[config.mk]
export PLATFORM = sky130hd
export DESIGN_NAME = mem_sram_ctrl_flat
export DESIGN_NICKNAME = d
export VERILOG_FILES = /design/src/rtl/mem_sram_ctrl_pkg.sv /design/src/rtl/mem_sram_ctrl_if.sv /design/src/rtl/mem_sram_ctrl_wait_counter.sv /design/src/rtl/mem_sram_ctrl.sv /design/src/flat_wrapper.sv
export SDC_FILE = /design/constraint.sdc
export NUM_CORES = 1
export LEC_CHECK = 0
export BUFFER_PORTS_ARGS = -buffer_cell sky130_fd_sc_hd__buf_2
export CORE_ASPECT_RATIO = 0.75
export CORE_MARGIN = 8
export CORE_UTILIZATION = 41
export DETAILED_ROUTE_END_ITERATION = 6
export GPL_ROUTABILITY_DRIVEN = 0
export PLACE_DENSITY = 0.69
export SYNTH_ARGS = -nofsm -noshare
export SYNTH_HDL_FRONTEND = slang
export SYNTH_SLANG_ARGS = --single-unit
[constraint.sdc]
create_clock -name clk -period 3.2 [get_ports clk]
set_input_delay 0.32 -clock clk [delete_from_list [all_inputs] [get_ports clk]]
set_output_delay 0.32 -clock clk [all_outputs]
set_load 0.05 [all_outputs]
[src/rtl/mem_sram_ctrl_pkg.sv]
// Shared constants for the MEM-stage SRAM controller: widths, defaults and FSM state codes.
package mem_sram_ctrl_pkg;
  localparam int DATA_W          = 32;
  localparam int SRAM_AW         = 18;
  localparam int SRAM_DW         = 16;
  localparam int BASE_ADDR_DEF   = 1024;
  localparam int DEPTH_WORDS_DEF = 65536;
  localparam int WAIT_CYCLES_DEF = 3;
  localparam int WCNT_W          = 4;

  localparam logic [1:0] ST_IDLE = 2'd0;
  localparam logic [1:0] ST_LO   = 2'd1;
  localparam logic [1:0] ST_HI   = 2'd2;
  localparam logic [1:0] ST_DONE = 2'd3;
endpackage

[src/rtl/mem_sram_ctrl_if.sv]
// EXE->MEM request/response signals plus the external asynchronous SRAM pins.
interface mem_sram_ctrl_if;
  import mem_sram_ctrl_pkg::*;

  // Handshake: a request (mem_r_en | mem_w_en) is held by the pipeline while freeze=1;
  // ready pulses for one cycle with freeze=0, and the pipeline advances on that edge.
  logic                mem_r_en;
  logic                mem_w_en;
  logic [DATA_W-1:0]   address;
  logic [DATA_W-1:0]   wr_data;
  logic [DATA_W-1:0]   rd_data;
  logic                ready;
  logic                freeze;
  logic [SRAM_AW-1:0]  sram_addr;
  logic [SRAM_DW-1:0]  sram_dq_out;
  logic [SRAM_DW-1:0]  sram_dq_in;
  logic                sram_dq_oe;
  logic                sram_we_n;
  logic                sram_oe_n;

  modport slave (
    input  mem_r_en, mem_w_en, address, wr_data, sram_dq_in,
    output rd_data, ready, freeze, sram_addr, sram_dq_out, sram_dq_oe, sram_we_n, sram_oe_n
  );

  modport master (
    output mem_r_en, mem_w_en, address, wr_data, sram_dq_in,
    input  rd_data, ready, freeze, sram_addr, sram_dq_out, sram_dq_oe, sram_we_n, sram_oe_n
  );
endinterface

[src/rtl/mem_sram_ctrl_wait_counter.sv]
// Loadable down-counter with zero flag; times one SRAM half-word phase.
module mem_sram_ctrl_wait_counter #(
  parameter int CNT_W = 4
) (
  input  logic             clk,
  input  logic             rst,
  input  logic             i_load,
  input  logic [CNT_W-1:0] i_load_val,
  input  logic             i_dec,
  output logic [CNT_W-1:0] o_count,
  output logic             o_zero
);
  logic [CNT_W-1:0] r_count;

  always_ff @(posedge clk or posedge rst) begin
    if (rst) begin
      r_count <= '0;
    end else if (i_load) begin
      r_count <= i_load_val;
    end else if (i_dec && (r_count != '0)) begin
      r_count <= r_count - 1'b1;
    end
  end

  assign o_count = r_count;
  assign o_zero  = (r_count == '0);
endmodule

[src/rtl/mem_sram_ctrl.sv]
// MEM-stage controller: each 32-bit load/store becomes two wait-stated 16-bit SRAM accesses.
module mem_sram_ctrl
  import mem_sram_ctrl_pkg::*;
#(
  parameter int BIT_NUMBER  = 32,
  parameter int BASE_ADDR   = BASE_ADDR_DEF,
  parameter int DEPTH_WORDS = DEPTH_WORDS_DEF,
  parameter int WAIT_CYCLES = WAIT_CYCLES_DEF
) (
  input  logic                clk,
  input  logic                rst,
  mem_sram_ctrl_if.slave      bus,
  output logic [1:0]          o_dbg_state
);
  localparam logic [DATA_W-1:0] BASE   = DATA_W'(BASE_ADDR);
  localparam logic [DATA_W-1:0] SPAN   = DATA_W'(DEPTH_WORDS) << 2;
  localparam logic [WCNT_W-1:0] RELOAD = WCNT_W'(WAIT_CYCLES - 1);

  logic [1:0]            r_state;
  logic [SRAM_AW-2:0]    r_word;
  logic                  r_is_wr;
  logic [BIT_NUMBER-1:0] r_wdata;
  logic [DATA_W-1:0]     r_rd_data;
  logic [SRAM_AW-1:0]    r_sram_addr;
  logic [SRAM_DW-1:0]    r_dq_out;
  logic                  r_dq_oe;
  logic                  r_we_n;
  logic                  r_oe_n;

  logic                  w_req;
  logic [DATA_W-1:0]     w_off;
  logic                  w_in_range;
  logic [SRAM_AW-2:0]    w_word;
  logic [WCNT_W-1:0]     w_count;
  logic                  w_cnt_zero;
  logic                  w_cnt_one;
  logic                  w_cnt_load;
  logic                  w_cnt_dec;

  assign w_req      = bus.mem_r_en | bus.mem_w_en;
  assign w_off      = bus.address - BASE;
  // Comparing the byte offset against DEPTH*4 is the same as comparing the word index.
  assign w_in_range = (bus.address >= BASE) && (w_off < SPAN);
  assign w_word     = w_off[SRAM_AW:2];
  assign w_cnt_one  = (w_count == WCNT_W'(1));
  assign w_cnt_load = ((r_state == ST_IDLE) && w_req && w_in_range) ||
                      ((r_state == ST_LO) && w_cnt_zero);
  assign w_cnt_dec  = (r_state == ST_LO) || (r_state == ST_HI);

  mem_sram_ctrl_wait_counter #(.CNT_W(WCNT_W)) u_wait (
    .clk        (clk),
    .rst        (rst),
    .i_load     (w_cnt_load),
    .i_load_val (RELOAD),
    .i_dec      (w_cnt_dec),
    .o_count    (w_count),
    .o_zero     (w_cnt_zero)
  );

  // SRAM pins are registered and set on the edge entering each cycle, so they are glitch-free.
  always_ff @(posedge clk or posedge rst) begin
    if (rst) begin
      r_state     <= ST_IDLE;
      r_word      <= '0;
      r_is_wr     <= 1'b0;
      r_wdata     <= '0;
      r_rd_data   <= '0;
      r_sram_addr <= '0;
      r_dq_out    <= '0;
      r_dq_oe     <= 1'b0;
      r_we_n      <= 1'b1;
      r_oe_n      <= 1'b1;
    end else begin
      case (r_state)
        ST_IDLE: begin
          if (w_req) begin
            if (w_in_range) begin
              r_word      <= w_word;
              r_is_wr     <= bus.mem_w_en;
              r_wdata     <= bus.wr_data;
              r_sram_addr <= {w_word, 1'b0};
              r_dq_out    <= bus.wr_data[15:0];
              r_dq_oe     <= bus.mem_w_en;
              r_we_n      <= ~bus.mem_w_en;
              r_oe_n      <= bus.mem_w_en;
              r_state     <= ST_LO;
            end else begin
              r_rd_data   <= '0;
              r_state     <= ST_DONE;
            end
          end
        end
        ST_LO: begin
          if (w_cnt_zero) begin
            if (!r_is_wr) r_rd_data[15:0] <= bus.sram_dq_in;
            r_sram_addr <= {r_word, 1'b1};
            r_dq_out    <= r_wdata[31:16];
            r_we_n      <= ~r_is_wr;
            r_state     <= ST_HI;
          end else if (w_cnt_one) begin
            r_we_n      <= 1'b1;
          end
        end
        ST_HI: begin
          if (w_cnt_zero) begin
            if (!r_is_wr) r_rd_data[31:16] <= bus.sram_dq_in;
            r_dq_oe     <= 1'b0;
            r_we_n      <= 1'b1;
            r_oe_n      <= 1'b1;
            r_state     <= ST_DONE;
          end else if (w_cnt_one) begin
            r_we_n      <= 1'b1;
          end
        end
        ST_DONE: r_state <= ST_IDLE;
        default: r_state <= ST_IDLE;
      endcase
    end
  end

  assign bus.freeze      = ((r_state == ST_IDLE) && w_req) || (r_state == ST_LO) || (r_state == ST_HI);
  assign bus.ready       = (r_state == ST_DONE);
  assign bus.rd_data     = r_rd_data;
  assign bus.sram_addr   = r_sram_addr;
  assign bus.sram_dq_out = r_dq_out;
  assign bus.sram_dq_oe  = r_dq_oe;
  assign bus.sram_we_n   = r_we_n;
  assign bus.sram_oe_n   = r_oe_n;
  assign o_dbg_state     = r_state;
endmodule

[src/flat_wrapper.sv]
// flat-port wrapper written by rule: the top's interface ports become plain ports
module mem_sram_ctrl_flat import mem_sram_ctrl_pkg::*;
#(
  parameter int BIT_NUMBER  = 32,
  parameter int BASE_ADDR   = BASE_ADDR_DEF,
  parameter int DEPTH_WORDS = DEPTH_WORDS_DEF,
  parameter int WAIT_CYCLES = WAIT_CYCLES_DEF
)
  (clk, rst, o_dbg_state, bus_mem_r_en, bus_mem_w_en, bus_address, bus_wr_data, bus_sram_dq_in, bus_rd_data, bus_ready, bus_freeze, bus_sram_addr, bus_sram_dq_out, bus_sram_dq_oe, bus_sram_we_n, bus_sram_oe_n);
  mem_sram_ctrl_if bus_i ();
  input  logic clk;
  input  logic rst;
  output logic [1:0] o_dbg_state;
  input wire logic [$bits(bus_i.mem_r_en)-1:0] bus_mem_r_en;
  input wire logic [$bits(bus_i.mem_w_en)-1:0] bus_mem_w_en;
  input wire logic [$bits(bus_i.address)-1:0] bus_address;
  input wire logic [$bits(bus_i.wr_data)-1:0] bus_wr_data;
  input wire logic [$bits(bus_i.sram_dq_in)-1:0] bus_sram_dq_in;
  output wire logic [$bits(bus_i.rd_data)-1:0] bus_rd_data;
  output wire logic [$bits(bus_i.ready)-1:0] bus_ready;
  output wire logic [$bits(bus_i.freeze)-1:0] bus_freeze;
  output wire logic [$bits(bus_i.sram_addr)-1:0] bus_sram_addr;
  output wire logic [$bits(bus_i.sram_dq_out)-1:0] bus_sram_dq_out;
  output wire logic [$bits(bus_i.sram_dq_oe)-1:0] bus_sram_dq_oe;
  output wire logic [$bits(bus_i.sram_we_n)-1:0] bus_sram_we_n;
  output wire logic [$bits(bus_i.sram_oe_n)-1:0] bus_sram_oe_n;
  assign bus_i.mem_r_en = bus_mem_r_en;
  assign bus_i.mem_w_en = bus_mem_w_en;
  assign bus_i.address = bus_address;
  assign bus_i.wr_data = bus_wr_data;
  assign bus_i.sram_dq_in = bus_sram_dq_in;
  assign bus_rd_data = bus_i.rd_data;
  assign bus_ready = bus_i.ready;
  assign bus_freeze = bus_i.freeze;
  assign bus_sram_addr = bus_i.sram_addr;
  assign bus_sram_dq_out = bus_i.sram_dq_out;
  assign bus_sram_dq_oe = bus_i.sram_dq_oe;
  assign bus_sram_we_n = bus_i.sram_we_n;
  assign bus_sram_oe_n = bus_i.sram_oe_n;
  mem_sram_ctrl #(.BIT_NUMBER(BIT_NUMBER), .BASE_ADDR(BASE_ADDR), .DEPTH_WORDS(DEPTH_WORDS), .WAIT_CYCLES(WAIT_CYCLES)) u_core (.clk(clk), .rst(rst), .bus(bus_i), .o_dbg_state(o_dbg_state));
endmodule
==> summary.md <==
| Metric | Value |
|---|---|
| Post-synth top cells | dfrtp_1, mux2_2, a22o_1, mux2_1 |
| Area Overhead vs Synth | 23.8% |
| # DRC | 0 |
| Initial core utilization | 42.2% |
| Share of layout cells above drive strength 1 | 43.2% |
| Synth warn | 0 |
| Top cells by area, synth | dfrtp_1, mux2_2, mux2_1 |
| Row count | 35 |
| Worst slew margin | 28.3% |
| Ant diodes | 0 |
| Outcome | finished clean |
| Vias per cell | 5.21 |
| Routed Antenna Nets | 0 |
| GRT busiest layer | met2 |
| Full die area | 16,600 sq um |
| Crit share post-route | between 70 and 80% |
| Setup_tns | 0 ns |
| Die width | between 100 and 150 microns |
| Netlist cell types | 54 |
| Clock skew | 0.0101 ns |
| TritonCTS clock tree | built |
| Setup slack after placement | 0.417 ns |
| EDFF count, synth | 0 |
| Post-route worst setup slack | between 0.7 and 0.8 ns |
| Via Count | 3,872 |
| P per Cell Area | roughly 1100 nW/um^2 |
| Met2 GRT Util | 24.9% |
| All-Layer GR Usage | 15.4% |
| Core Footprint | 12,300 sq um |
| Ys async rst share | 100% |
| Gr ovfl total | 0 |
| Chip height | approximately 110 microns |
| Root Buffer | clkbuf_16 |
| Design Area, Final | between 6000 and 7000 sq um |
| Seq/Total Area, Yosys | 52.6% |
| Post-Syn Area | about 5200 sq um |
| Clock-pin slew on the worst setup and hold paths | 0.07 ns |
| Initial DRC Count | 153 |
| Leakage | 3.34 nW |
| Number of global-route vias before repair | 4,200 |
| WL final | 12,500 microns |
| First-pass GRT wire length | 21,200 microns |
| Largest net degree at the start of global routing | 89 |
| Startpoint types | input pin |
| Count leader, synth | dfrtp_1 |
| Initial antenna violation count | 1 |
| Fmax | 411 MHz |
| Final hold viol count | 0 |
| WP data arrival | 2.64 ns |
| CP required | 3.41 ns |
| First-pass DRT Iterations | 6 |
| I/O Buffers | 154 |
| Setup repair after global routing missed its margin | no |
| CTS Buf Count | 9 |
| Setup Viol. Count Final | 0 |
| Main synth FF type | dfrtp_1 |
| Worst hold path class | input pin to register |
| CP Max Fanout | 40 |
| Crit end category | register |
| Cell type with the largest total area after synthesis | dfrtp_1 |
| Fin util | 52.2% |
| Ports | 157 |
| Clock sink count | 109 |
| Min cycle time layout | 2.43 ns |
| Clock buffer depth | 2 |
| M3 GR Usage | 5.74% |
| # fillers | 1,095 |
| Worst vdd ir | 0.000650 V |
| Routed len/inst | 16.8 microns |
| Synthesized area per cell | around 12 sq um |
| Final Power | 6.89 mW |
| Final Max Slew Viols | 0 |
| Worst Setup Path Type | input pin to register |
| Actual slew at the worst max-slew pin | 1.08 ns |
| PostCTS Resize Cnt | 0 |
| Post-DP Area | 6150 sq um |
| Post-synth top area share | 51.6% |
| CTS Hold Bufs | 0 |
| Syn Nets | 511 |
| Worst skew pair latency | 0.34 ns |
| Dpl hpwl | 9190 microns |
| Post-Synthesis Cells | approximately 420 |
| Met1 usage | between 10% and 20% |
| Post-CTS Setup Bufs | 0 |
| Max Cap Violations | 0 |
| H-tree Lvls | 3 |
| #FFs+latches synth | 109 |
| Final nets | 665 |
area by class of cell:
type / count / area [sq um] / share of cell area (%)
clock buffer: 10 / 239 / 3.72
clock inverter: 5 / 35.0 / 0.545
inverter: 18 / 70.1 / 1.09
multi-input combinational: 272 / 2290 / 35.7
sequential: 109 / 2730 / 42.5
tap: 166 / 208 / 3.23
timing repair buffer: 163 / 851 / 13.2
stage by stage:
step | cells | hold WS, ns
floorplan | 419 | 0.452
global placement | 728 | 0.467
detailed placement | 728 | 0.471
CTS | 743 | 0.191
global route | 743 | 0.196
finish | 743 | 0.201
state kept, by name, summed over array words and instances, names as in the netlist, 2 cells and up:
signal,flops
u_core.bus.sram_dq_out,16
u_core.u_wait.o_count,4
u_core.bus.rd_data,32
u_core.r_word,17
u_core.r_wdata,16
u_core.o_dbg_state,2
u_core.bus.sram_addr,18
final timing paths:
check / startpoint / end / slack (ns) / cells past startpoint
max: bus_address[10] / u_core.r_wdata[23] / 0.77 / 10
min: bus_wr_data[17] / u_core.r_wdata[17] / 0.20 / 2
max reg2reg: u_core.o_dbg_state[0] / u_core.bus.sram_addr[5] / 0.78 / 9
min reg2reg: u_core.r_word[16] / u_core.r_word[16] / 0.49 / 1
max in group asynchronous: rst / u_core.bus.rd_data[6] / 2.20 / 3
min in group asynchronous: rst / u_core.bus.rd_data[16] / 0.23 / 2
kinds of logic after synthesis:
| logic type | count (synthesis) | share of synthesized area [%] |
|---|---|---|
| xor gates and xnor gates | 9 | 1.52 |
| adders and majority gates | 8 | 1.93 |
| buffers and inverters | 38 | 3.23 |
| muxes | 91 | 19.6 |
| DFF | 109 | 52.6 |
| and+or+nand+nor | 81 | 8.56 |
| AOI/OAI and AO/OA | 83 | 12.6 |
power breakdown:
group,total (mW),leakage [nW],switching (mW),internal (mW)
clock network,1.02,0.135,0.470,0.546
registers,2.11,1.40,0.265,1.84
logic,3.77,1.80,2.59,1.18
total,6.89,3.34,3.33,3.56
worst max-delay path, stage by stage:
cell	delay, ns
buf_2	0.13
inv_1	0.07
ha_1	0.36
nand2_1	0.11
or4_1	0.41
o311a_2	0.19
nor2_8	0.19
nand4b_2	0.11
buf_4	0.32
mux2_1	0.39
metal layers:
layer	part of all wire (%)	wire length (microns)
met5	0.064	8
met2	45	5650
met3	8.1	1020
met4	0.82	103
met1	46	5720
placed cells by master, fill, tap and decap left out, types with 4 or more instances in the layout:
| cell | netlist | final |
|---|---|---|
| nand2_1 | 19 | 19 |
| clkbuf_16 | 0 | 9 |
| ha_1 | 8 | 7 |
| buf_4 | 4 | 8 |
| dfrtp_1 | 107 | 107 |
| nor3_1 | 8 | 8 |
| a21o_1 | 4 | 4 |
| buf_2 | 8 | 154 |
| xnor2_1 | 5 | 5 |
| a22o_1 | 33 | 33 |
| inv_1 | 18 | 17 |
| a21oi_1 | 7 | 7 |
| nand3_1 | 5 | 5 |
| mux2_1 | 29 | 29 |
| o21ai_0 | 14 | 14 |
| mux2_2 | 54 | 54 |
| nor2_1 | 19 | 19 |
| xor2_1 | 4 | 4 |
| mux2i_1 | 8 | 8 |
| a31oi_1 | 4 | 4 |
(Power assumes the default switching activity.)
